**src/rtl/k_gain_computer.sv**
```systemverilog
// Gain computer: attack/release envelope follower feeding a sequential restoring
// divider that produces gain = min(1.0, threshold/envelope) in unsigned Q1.(GAIN_WIDTH-1).
module k_gain_computer #(
  parameter int IN_WIDTH   = 40,
  parameter int GAIN_WIDTH = 16,
  parameter int ATK_SHIFT  = 2,
  parameter int REL_SHIFT  = 6
) (
  input  logic                  clk,
  input  logic                  resetn,
  input  logic [IN_WIDTH-1:0]   in_energy,
  input  logic                  in_valid,
  input  logic [IN_WIDTH-1:0]   threshold,
  output logic [GAIN_WIDTH-1:0] out_gain,
  output logic                  out_valid,
  output logic [IN_WIDTH-1:0]   out_env,
  output logic                  busy
);

  localparam int CNT_W = (GAIN_WIDTH > 1) ? $clog2(GAIN_WIDTH) : 1;
  localparam logic [GAIN_WIDTH-1:0] GAIN_ONE = {1'b1, {(GAIN_WIDTH-1){1'b0}}};
  localparam logic [CNT_W-1:0]      CNT_LAST = CNT_W'(GAIN_WIDTH-1);

  typedef enum logic [1:0] {IDLE, CHECK, DIVIDE} state_t;

  state_t                r_state;
  state_t                w_state_next;
  logic [IN_WIDTH-1:0]   r_env;
  logic                  r_pending;
  logic [GAIN_WIDTH-1:0] r_gain;
  logic                  r_out_valid;
  logic [CNT_W-1:0]      r_cnt;
  logic [IN_WIDTH:0]     r_rem;
  logic [IN_WIDTH-1:0]   r_den;
  logic [GAIN_WIDTH-1:0] r_quo;

  logic                  w_env_up;
  logic [IN_WIDTH-1:0]   w_diff;
  logic [IN_WIDTH-1:0]   w_env_next;
  logic [IN_WIDTH:0]     w_rem_shift;
  logic                  w_ge;
  logic [IN_WIDTH:0]     w_rem_next;
  logic [GAIN_WIDTH-1:0] w_quo_next;
  logic                  w_bypass;
  logic                  w_hold;
  logic                  w_last;
  logic                  w_more;
  logic                  w_enter_check;
  logic                  w_pending_next;
  logic                  w_busy;

  // The step is a shifted fraction of |e-env|, so the result stays between env and e.
  assign w_env_up   = in_energy > r_env;
  assign w_diff     = w_env_up ? (in_energy - r_env) : (r_env - in_energy);
  assign w_env_next = w_env_up ? (r_env + (w_diff >> ATK_SHIFT))
                               : (r_env - (w_diff >> REL_SHIFT));

  // First divide cycle compares the unshifted remainder (quotient MSB, always 0 since T<D).
  assign w_rem_shift = (r_cnt == '0) ? r_rem : {r_rem[IN_WIDTH-1:0], 1'b0};
  assign w_ge        = w_rem_shift >= {1'b0, r_den};
  assign w_rem_next  = w_ge ? (w_rem_shift - {1'b0, r_den}) : w_rem_shift;
  assign w_quo_next  = {r_quo[GAIN_WIDTH-2:0], w_ge};
  assign w_last      = r_cnt == CNT_LAST;

  // A bypass result right after another result waits one cycle so out_valid never repeats.
  assign w_bypass = r_env <= threshold;
  assign w_hold   = w_bypass && r_out_valid;
  assign w_more   = r_pending || in_valid;

  always_ff @(posedge clk) begin
    if (!resetn) begin
      r_state <= IDLE;
    end else begin
      r_state <= w_state_next;
    end
  end

  always_comb begin
    w_state_next = r_state;
    case (r_state)
      IDLE:    if (in_valid) w_state_next = CHECK;
      CHECK: begin
        if (w_hold)        w_state_next = CHECK;
        else if (w_bypass) w_state_next = w_more ? CHECK : IDLE;
        else               w_state_next = DIVIDE;
      end
      DIVIDE:  if (w_last) w_state_next = w_more ? CHECK : IDLE;
      default: w_state_next = IDLE;
    endcase
  end

  always_comb begin
    w_busy        = 1'b0;
    w_enter_check = 1'b0;
    case (r_state)
      IDLE:    w_enter_check = (w_state_next == CHECK);
      CHECK: begin
        w_busy        = 1'b1;
        w_enter_check = !w_hold && (w_state_next == CHECK);
      end
      DIVIDE: begin
        w_busy        = 1'b1;
        w_enter_check = (w_state_next == CHECK);
      end
      default: begin
        w_busy        = 1'b0;
        w_enter_check = 1'b0;
      end
    endcase
  end

  assign w_pending_next = w_enter_check ? 1'b0
                        : (r_pending || (in_valid && (r_state != IDLE)));

  always_ff @(posedge clk) begin
    if (!resetn) begin
      r_env       <= '0;
      r_pending   <= 1'b0;
      r_gain      <= GAIN_ONE;
      r_out_valid <= 1'b0;
      r_cnt       <= '0;
      r_rem       <= '0;
      r_den       <= '0;
      r_quo       <= '0;
    end else begin
      r_out_valid <= 1'b0;
      r_pending   <= w_pending_next;
      if (in_valid) begin
        r_env <= w_env_next;
      end
      case (r_state)
        CHECK: begin
          if (!w_hold) begin
            if (w_bypass) begin
              r_gain      <= GAIN_ONE;
              r_out_valid <= 1'b1;
            end else begin
              r_den <= r_env;
              r_rem <= {1'b0, threshold};
              r_cnt <= '0;
              r_quo <= '0;
            end
          end
        end
        DIVIDE: begin
          r_rem <= w_rem_next;
          r_quo <= w_quo_next;
          r_cnt <= r_cnt + 1'b1;
          if (w_last) begin
            r_gain      <= w_quo_next;
            r_out_valid <= 1'b1;
          end
        end
        default: ;
      endcase
    end
  end

  assign out_gain  = r_gain;
  assign out_valid = r_out_valid;
  assign out_env   = r_env;
  assign busy      = w_busy;

endmodule

```
**config.mk**
```make
export PLATFORM = sky130hd
export DESIGN_NAME = k_gain_computer
export DESIGN_NICKNAME = d
export VERILOG_FILES = /design/src/rtl/k_gain_computer.sv
export SDC_FILE = /design/constraint.sdc
export NUM_CORES = 1
export LEC_CHECK = 0
export CAP_MARGIN = 10
export CORE_MARGIN = 4
export CORE_UTILIZATION = 45
export CTS_CLUSTER_DIAMETER = 30
export CTS_CLUSTER_SIZE = 24
export DETAILED_ROUTE_END_ITERATION = 8
export PLACE_DENSITY_LB_ADDON = 0.15
export SLEW_MARGIN = 40
export SYNTH_ARGS = -nofsm -noshare
export SYNTH_HDL_FRONTEND = slang
export SYNTH_SLANG_ARGS = --single-unit
```
**constraint.sdc**
```tcl
create_clock -name clk -period 14.5 [get_ports clk]
set_input_delay 2.9 -clock clk [delete_from_list [all_inputs] [get_ports clk]]
set_output_delay 2.9 -clock clk [all_outputs]
set_load 0.1 [all_outputs]
```
==> summary.txt, run 1 <==
Outcome
  – Status: complete, no violations

Setup path
  – Required @ worst endpoint: 14.81 ns
  – Crit Path Class: in -> reg
  – CP peak stage delay: 0.72 ns
  – CP Max Fanout: 70
  – Critical Path Source Type: input pin
  – Crit-path leading delay family: compound AO/OA/AOI/OAI gates
  – Worst r2r path cells: 26
  – Worst Setup End Kind: register
  – Critical Path Source: in_energy[17]
  – Worst R2R End: out_env[36]$_SDFFE_PN0P_
  – Crit path buf inv count: 4
  – Crit path arrival time: 11.04 ns
  – Worst reg2reg startpoint: out_env[17]$_SDFFE_PN0P_
  – Slowest cell on the critical path: a31o_4
  – Reg2Reg Setup Slack: 6.14 ns

Clocking
  – Clk_lat worst skew: 0.45 ns
  – CTS tree: built
  – Hold buffer count at cts: 0
  – Root buffer cell: clkbuf_16
  – CTS Sinks: 160
  – Buffer count from post-CTS setup fixing: 0
  – Clock transition at the registers of the reported paths: 0.07 ns
  – Total CTS buffers: 17
  – CTS max path bufs: 2
  – Post_cts resized: 0
  – CTS H-tree depth: 4

STA
  – RSZ-0062 raised after global routing: false
  – Fmax: 93.23 MHz
  – Fin. Hold Viols: 0
  – Least-Margin Pin Slew: 0.8374 ns
  – Final hold slack: 0.4684 ns
  – Skew final: 0.009979 ns
  – Setup TNS: 0 ns
  – Final setup fails: 0
  – Pins Over Slew Limit: 0
  – Final worst path period share: 0.7397
  – Relative slew slack: 0.4380
  – Min cycle time layout: 10.73 ns

Synthesis
  – Post-Syn Area per Cell: 7.282 um^2
  – Post-synth top area share: 0.1709
  – Post-synth ARST share: 0
  – Top post-synthesis cells by count: a21oi_1, nor2_1, inv_1
  – Seq/Total Area, Yosys: 0.1709
  – YS warnings: 0
  – Syn Inst Count: 2,574
  – Main flop type after synthesis: dfxtp_1
  – Leading area contributor after synthesis: dfxtp_1
  – Post-synth EDFFs: 0
  – Synth unique cells: 107
  – Syn nets: 2,864
  – Count leader, synth: a21oi_1
  – Post-synthesis register bit count: 160
  – Synthesized cell area: 18,740 um^2
  – Synth top area cells: dfxtp_1, ha_1, a21oi_1, xnor2_1, nor2_1

Place
  – Port-buffer cells: 140
  – Dpl hpwl: 49,470 um
  – Number of cells after detailed placement: 3,121
  – GPL Wtd Cong: 0.9137

Route
  – Via Count: 19,053
  – DR pass1 iterations: 6
  – Iteration-0 DRC Markers: 1,534
  – Detailed-route wire length per cell: 20.14 um
  – DR DRC count: 0
  – Total wire length: 63,480 um
  – DR vias/cell: 6.045
  – Antenna-violating nets left: 0

Final layout
  – Final nets: 2,899
  – Filler cells: 4,153
  – ANT cells: 0
  – Layout area overhead: 10.82%
  – Non-Filler Instances: 3,152
  – Finished Core Util: 0.5064
  – Register area: 3203 um^2
  – Layout cells sized above 1: 0.08244
  – Area of the multi-input gates: 14,200 um^2

Min path
  – Hold EP: out_gain[3]$_SDFFE_PN0P_
  – Hold_sp: out_gain[3]$_SDFFE_PN0P_
  – Worst Hold Depth: 2
  – Hold/Removal Path Class: reg -> reg

Power
  – Worst VDD drop: 171.4 uV
  – Design Power: 4.635 mW
  – PwrDens: 223.1 nW/um^2
  – P_leak: 9.110 nW

Die
  – Die W: 212.1 um
  – # rows: 74
  – Die Height: 212.1 um
  – Core area: 41,020 um^2
  – Die area: 44,980 um^2
  – IO Count: 141
  – Initial Utilization: 0.4570

GRT
  – Global Route Usage Sum: 0.2762
  – Vias in the first global route: 17,976
  – Pin count of the biggest net entering global routing: 86
  – First-pass GRT wire length: 100,300 um
  – Initial antenna violation count: 0
  – Gr ovfl total: 0

Run
  – Max Cap Violations: 0
==> flip-flops by register name (all words and copies together) (netlist names) <==
register and count:
r_state 2, r_den 40, out_valid 1, out_gain 16, r_quo 15, out_env 40, r_pending 1, r_cnt 4
r_rem 41
==> tightest hold or removal path: stages (launching register included) <==
cell	delay (ns)
dfxtp_1	0.31
nand2b_1	0.06
a21oi_1	0.06
==> routing by layer <==
layer	wire length (um)	GRT usage	up-vias
met1	29260	0.3780	9095
li1	-	-	9284
met3	3077	0.02656	103
met5	0	0	-
met4	1800	0.07668	0
met2	29350	0.4651	571
==> stage by stage <==
stage,worst slack [ns],area [um^2]
3_3_place_gp,3.548,20370
3_5_place_dp,3.419,20090
6_report,3.774,20770
5_1_grt,3.209,20770
2_1_floorplan,4.587,18740
4_1_cts,3.877,20740
==> power breakdown <==
group	total, mW	internal, mW	switching [mW]	leakage (nW)
clock network	0.508	0.310	0.198	0.309
logic	3.51	1.29	2.21	7.50
registers	0.621	0.496	0.125	1.30
==> logic make-up after synthesis <==
kind of cell,Yosys count,share of synthesized area
AO/OA/AOI/OAI,793,0.2739
XOR/XNOR,147,0.07049
adder cells (fa/ha/maj),207,0.1390
buffers and inverters,355,0.07530
flip-flops,160,0.1709
multiplexers,90,0.05207
AND/OR/NAND/NOR,822,0.2184
==> layout by cell type, fill, tap and decap left out, types with 9 or more instances in the layout <==
master,count
xnor2_1,98
clkdlybuf4s50_1,80
or3_1,20
ha_1,204
inv_1,212
o211ai_1,31
a32o_1,16
o31ai_1,11
nand2b_1,36
nand2_1,180
xor2_1,46
a311o_1,10
o21bai_1,35
nand3_1,116
buf_2,60
and2_1,24
nor2b_1,26
a211oi_1,30
o21a_1,18
nor3b_1,9
o21ai_0,151
and3_1,14
mux2i_1,41
o21ai_1,10
nor3_1,51
mux2_2,47
a31oi_1,19
nand4_1,44
or2_2,9
buf_4,16
nor4_1,14
a21oi_1,263
clkbuf_16,17
dfxtp_1,160
nor2_1,227
a21o_1,85
==> cell type report <==
class | instances | share of cell area
clock buffer | 18 | 0.02114
clock inverter | 12 | 0.01006
inverter | 213 | 0.03861
multi-input combinational | 2059 | 0.6837
sequential | 160 | 0.1542
tap | 532 | 0.03204
timing repair buffer | 158 | 0.06029
==> worst max path at each step <==
stage                                     to  slack, ns  depth (start not counted)
floorplan           out_env[39]$_SDFFE_PN0P_       4.59                         32
global placement    out_env[36]$_SDFFE_PN0P_       3.55                         28
detailed placement  out_env[36]$_SDFFE_PN0P_       3.42                         28
CTS                 out_env[36]$_SDFFE_PN0P_       3.88                         28
global route        out_env[36]$_SDFFE_PN0P_       3.21                         28
finish              out_env[36]$_SDFFE_PN0P_       3.77                         28
Power figures use the tool's default switching activity.
==> run 2, diff against run 1 <==
- clock period: 14.5 -> 9.2 ns (I/O delays scaled with it)
==> summary.txt, run 2 (same netlist as run 1, synthesis figures left out) <==
STA
  – Fmax: 114.5 MHz
  – Final worst path period share: 0.9495
  – Min cycle time layout: 8.736 ns
  – Pins Over Slew Limit: 0 (unchanged)
  – Final setup fails: 0 (unchanged)
  – Fin. Hold Viols: 0 (unchanged)
  – Relative slew slack: 0.4443 (was 0.4380)
  – RSZ-0062 raised after global routing: false (unchanged)
  – Skew final: 0.01272 ns (was 0.009979 ns)
  – Least-Margin Pin Slew: 0.8336 ns (was 0.8374 ns)

Power
  – Design Power: 7.419 mW (was 4.635 mW)
  – Sw Pwr: 4.045 mW (was 2.537 mW)
  – Internal power: 3.375 mW (was 2.097 mW)
  – Switching fraction of total power: 0.5451 (was 0.5474)
  – P_leak: 9.431 nW (was 9.110 nW)
  – PwrDens: 349.1 nW/um^2 (was 223.1 nW/um^2)
  – Worst VDD drop: 327.7 uV (was 171.4 uV)
  – Reg power frac: 0.129 (was 0.134)
  – Comb pwr share: 0.773 (was 0.757)
  – Clock power share: 0.098 (was 0.110)

Min path
  – Hold/Removal Path Class: reg -> reg (unchanged)
  – Hold EP: r_quo[14]$_SDFFE_PN0P_ (was out_gain[3]$_SDFFE_PN0P_)
  – Hold_sp: r_quo[14]$_SDFFE_PN0P_ (was out_gain[3]$_SDFFE_PN0P_)
  – Worst Hold Depth: 2 (unchanged)

GRT
  – First-pass GRT wire length: 101,900 um (was 100,300 um)
  – Pin count of the biggest net entering global routing: 86 (unchanged)
  – Global Route Usage Sum: 0.2815 (was 0.2762)
  – Vias in the first global route: 18,308 (was 17,976)
  – Gr ovfl total: 0 (unchanged)
  – Initial antenna violation count: 1 (was 0)

Route
  – Via Count: 19,187 (was 19,053)
  – Detailed-route wire length per cell: 20.12 um (was 20.14 um)
  – DR DRC count: 0 (unchanged)
  – WL met1: 29,550 um (was 29,260 um)
  – DR pass1 iterations: 5 (was 6)
  – Iteration-0 DRC Markers: 1,502 (was 1,534)
  – Antenna-violating nets left: 0 (unchanged)
  – DR vias/cell: 5.955 (was 6.045)
  – Met2 Wirelength: 30,420 um (was 29,350 um)
  – DR WL met3: 3236 um (was 3077 um)
  – Total wire length: 64,820 um (was 63,480 um)
  – Highest Signal Layer: met5 (was met4)

Final layout
  – Commonest non-fill, non-tap cells in the layout: a21oi_1, nor2_1, inv_1, ha_1, nand2_1 (unchanged)
  – Largest register FFs: 41 (unchanged)
  – Layout cells sized above 1: 0.1071 (was 0.08244)
  – Commonest non-fill, non-tap cell in the layout: a21oi_1 (unchanged)
  – Final Cell Area: 21,260 um^2 (was 20,770 um^2)
  – Non-Filler Instances: 3,222 (was 3,152)
  – Biggest register: r_rem (unchanged)
  – Final nets: 2,967 (was 2,899)
  – ANT cells: 0 (unchanged)
  – Layout area overhead: 13.40% (was 10.82%)
  – Filler cells: 4,143 (was 4,153)

Place
  – GPL Wtd Cong: 0.9676 (was 0.9137)
  – Placed Area: 20,610 um^2 (was 20,090 um^2)
  – Number of cells after detailed placement: 3,190 (was 3,121)
  – Port-buffer cells: 140 (unchanged)
  – Dpl hpwl: 51,330 um (was 49,470 um)

Setup path
  – Worst Setup End Kind: register (unchanged)
  – Reg2Reg Setup Slack: 1.75 ns (was 6.14 ns)
  – Required @ worst endpoint: 9.50 ns (was 14.81 ns)
  – Worst reg2reg startpoint: out_env[9]$_SDFFE_PN0P_ (was out_env[17]$_SDFFE_PN0P_)
  – Critical Path Source Type: input pin (unchanged)
  – Top cell by count, worst path: a21oi_1
  – Worst R2R End: out_env[36]$_SDFFE_PN0P_ (unchanged)
  – Slowest cell on the critical path: a211oi_1 (was a31o_4)
  – Crit-path leading delay family: compound AO/OA/AOI/OAI gates (unchanged)
  – CP Max Fanout: 10 (was 70)
  – Crit path arrival time: 9.04 ns (was 11.04 ns)
  – Crit Path Class: in -> reg (unchanged)
  – CP peak stage delay: 0.65 ns (was 0.72 ns)
  – Crit path buf inv count: 4 (unchanged)
  – Worst r2r path cells: 26 (unchanged)

Clocking
  – CTS H-tree depth: 4 (unchanged)
  – CTS Sinks: 160 (unchanged)
  – CTS tree: built (unchanged)
  – Total CTS buffers: 17 (unchanged)
  – Buffer count from post-CTS setup fixing: 0 (unchanged)
  – CTS max path bufs: 2 (unchanged)
  – Root buffer cell: clkbuf_16 (unchanged)
  – Clk_lat worst skew: 0.45 ns (about the same)
  – Post_cts resized: 0 (unchanged)
  – Clock transition at the registers of the reported paths: 0.07 ns (about the same)
  – Hold buffer count at cts: 0 (unchanged)

Die
  – Core area: 41,020 um^2 (unchanged)
  – Die W: 212.1 um (unchanged)
  – Die Height: 212.1 um (unchanged)
  – IO Count: 141 (unchanged)
  – Initial Utilization: 0.4570 (unchanged)
  – Die area: 44,980 um^2 (unchanged)
  – # rows: 74 (unchanged)

Run
  – Max Cap Violations: 0 (unchanged)

Outcome
  – Status: complete, no violations (unchanged)
## run 2: worst max-delay path by stage
stage	end	startpoint	slack, ns	cells past startpoint
floorplan	out_env[39]$_SDFFE_PN0P_	in_energy[27]	0.35	32
global placement	out_env[36]$_SDFFE_PN0P_	in_energy[7]	-0.14	28
detailed placement	out_env[36]$_SDFFE_PN0P_	in_energy[7]	-0.07	28
CTS	out_env[36]$_SDFFE_PN0P_	in_energy[7]	0.41	28
global route	out_env[36]$_SDFFE_PN0P_	in_energy[27]	0.08	29
finish	out_env[36]$_SDFFE_PN0P_	in_energy[9]	0.46	28
## run 2: area by class of cell
class / count / area (um^2) / area share
multi-input combinational: 2059 / 14230 / 0.6694
sequential: 160 / 3203 / 0.1507
inverter: 213 / 802.0 / 0.03773
clock buffer: 19 / 442.9 / 0.02084
clock inverter: 13 / 151.4 / 0.007123
tap: 532 / 665.6 / 0.03132
timing repair buffer: 226 / 1763 / 0.08294
## run 2: worst register-to-register path, cell delays in order (launching register included)
cell and delay (ns):
dfxtp_1 0.62, ha_1 0.48, a21oi_1 0.30, o21ai_0 0.18, a211oi_1 0.65, nand2_1 0.28
a21oi_1 0.23, xnor2_1 0.16, a2111o_1 0.31, nand2_1 0.08, nand4_2 0.17, nor4b_1 0.45
buf_4 0.21, or3b_1 0.36, xnor2_1 0.14, a21oi_1 0.08, ha_1 0.31, inv_1 0.06
or4_1 0.52, or3_1 0.37, o31ai_2 0.30, o41ai_2 0.11, o21ai_0 0.24, a21o_1 0.20
a31oi_1 0.12, mux2_2 0.24, o311ai_0 0.11
## run 2: power by group through the flow
stage / sequential, mW / combinational, mW / clock, mW
floorplan: 1.27 / 3.90 / 0
global placement: 0.982 / 5.64 / 0
detailed placement: 0.979 / 5.63 / 0
CTS: 0.964 / 5.66 / 0.745
global route: 0.969 / 6.30 / 0.771
finish: 0.959 / 5.73 / 0.726
## run 2: routing by layer
layer / vias to the layer above / GRT usage
met1: 9127 / 0.3820
met5: - / 0
met4: 2 / 0.07266
li1: 9429 / -
met3: 84 / 0.02745
met2: 545 / 0.4804
## run 2: metrics by stage
step | utilization | setup TNS [ns] | hold WS (ns) | worst slack (ns)
after floorplan | - | 0 | 0.4324 | 0.3470
after global placement | 0.5095 | -0.3531 | 0.4411 | -0.1382
after detailed placement | 0.5026 | -0.06852 | 0.4497 | -0.06852
after CTS | 0.5171 | 0 | 0.4599 | 0.4054
after global routing | 0.5182 | 0 | 0.4855 | 0.07670
final | 0.5182 | 0 | 0.4593 | 0.4641
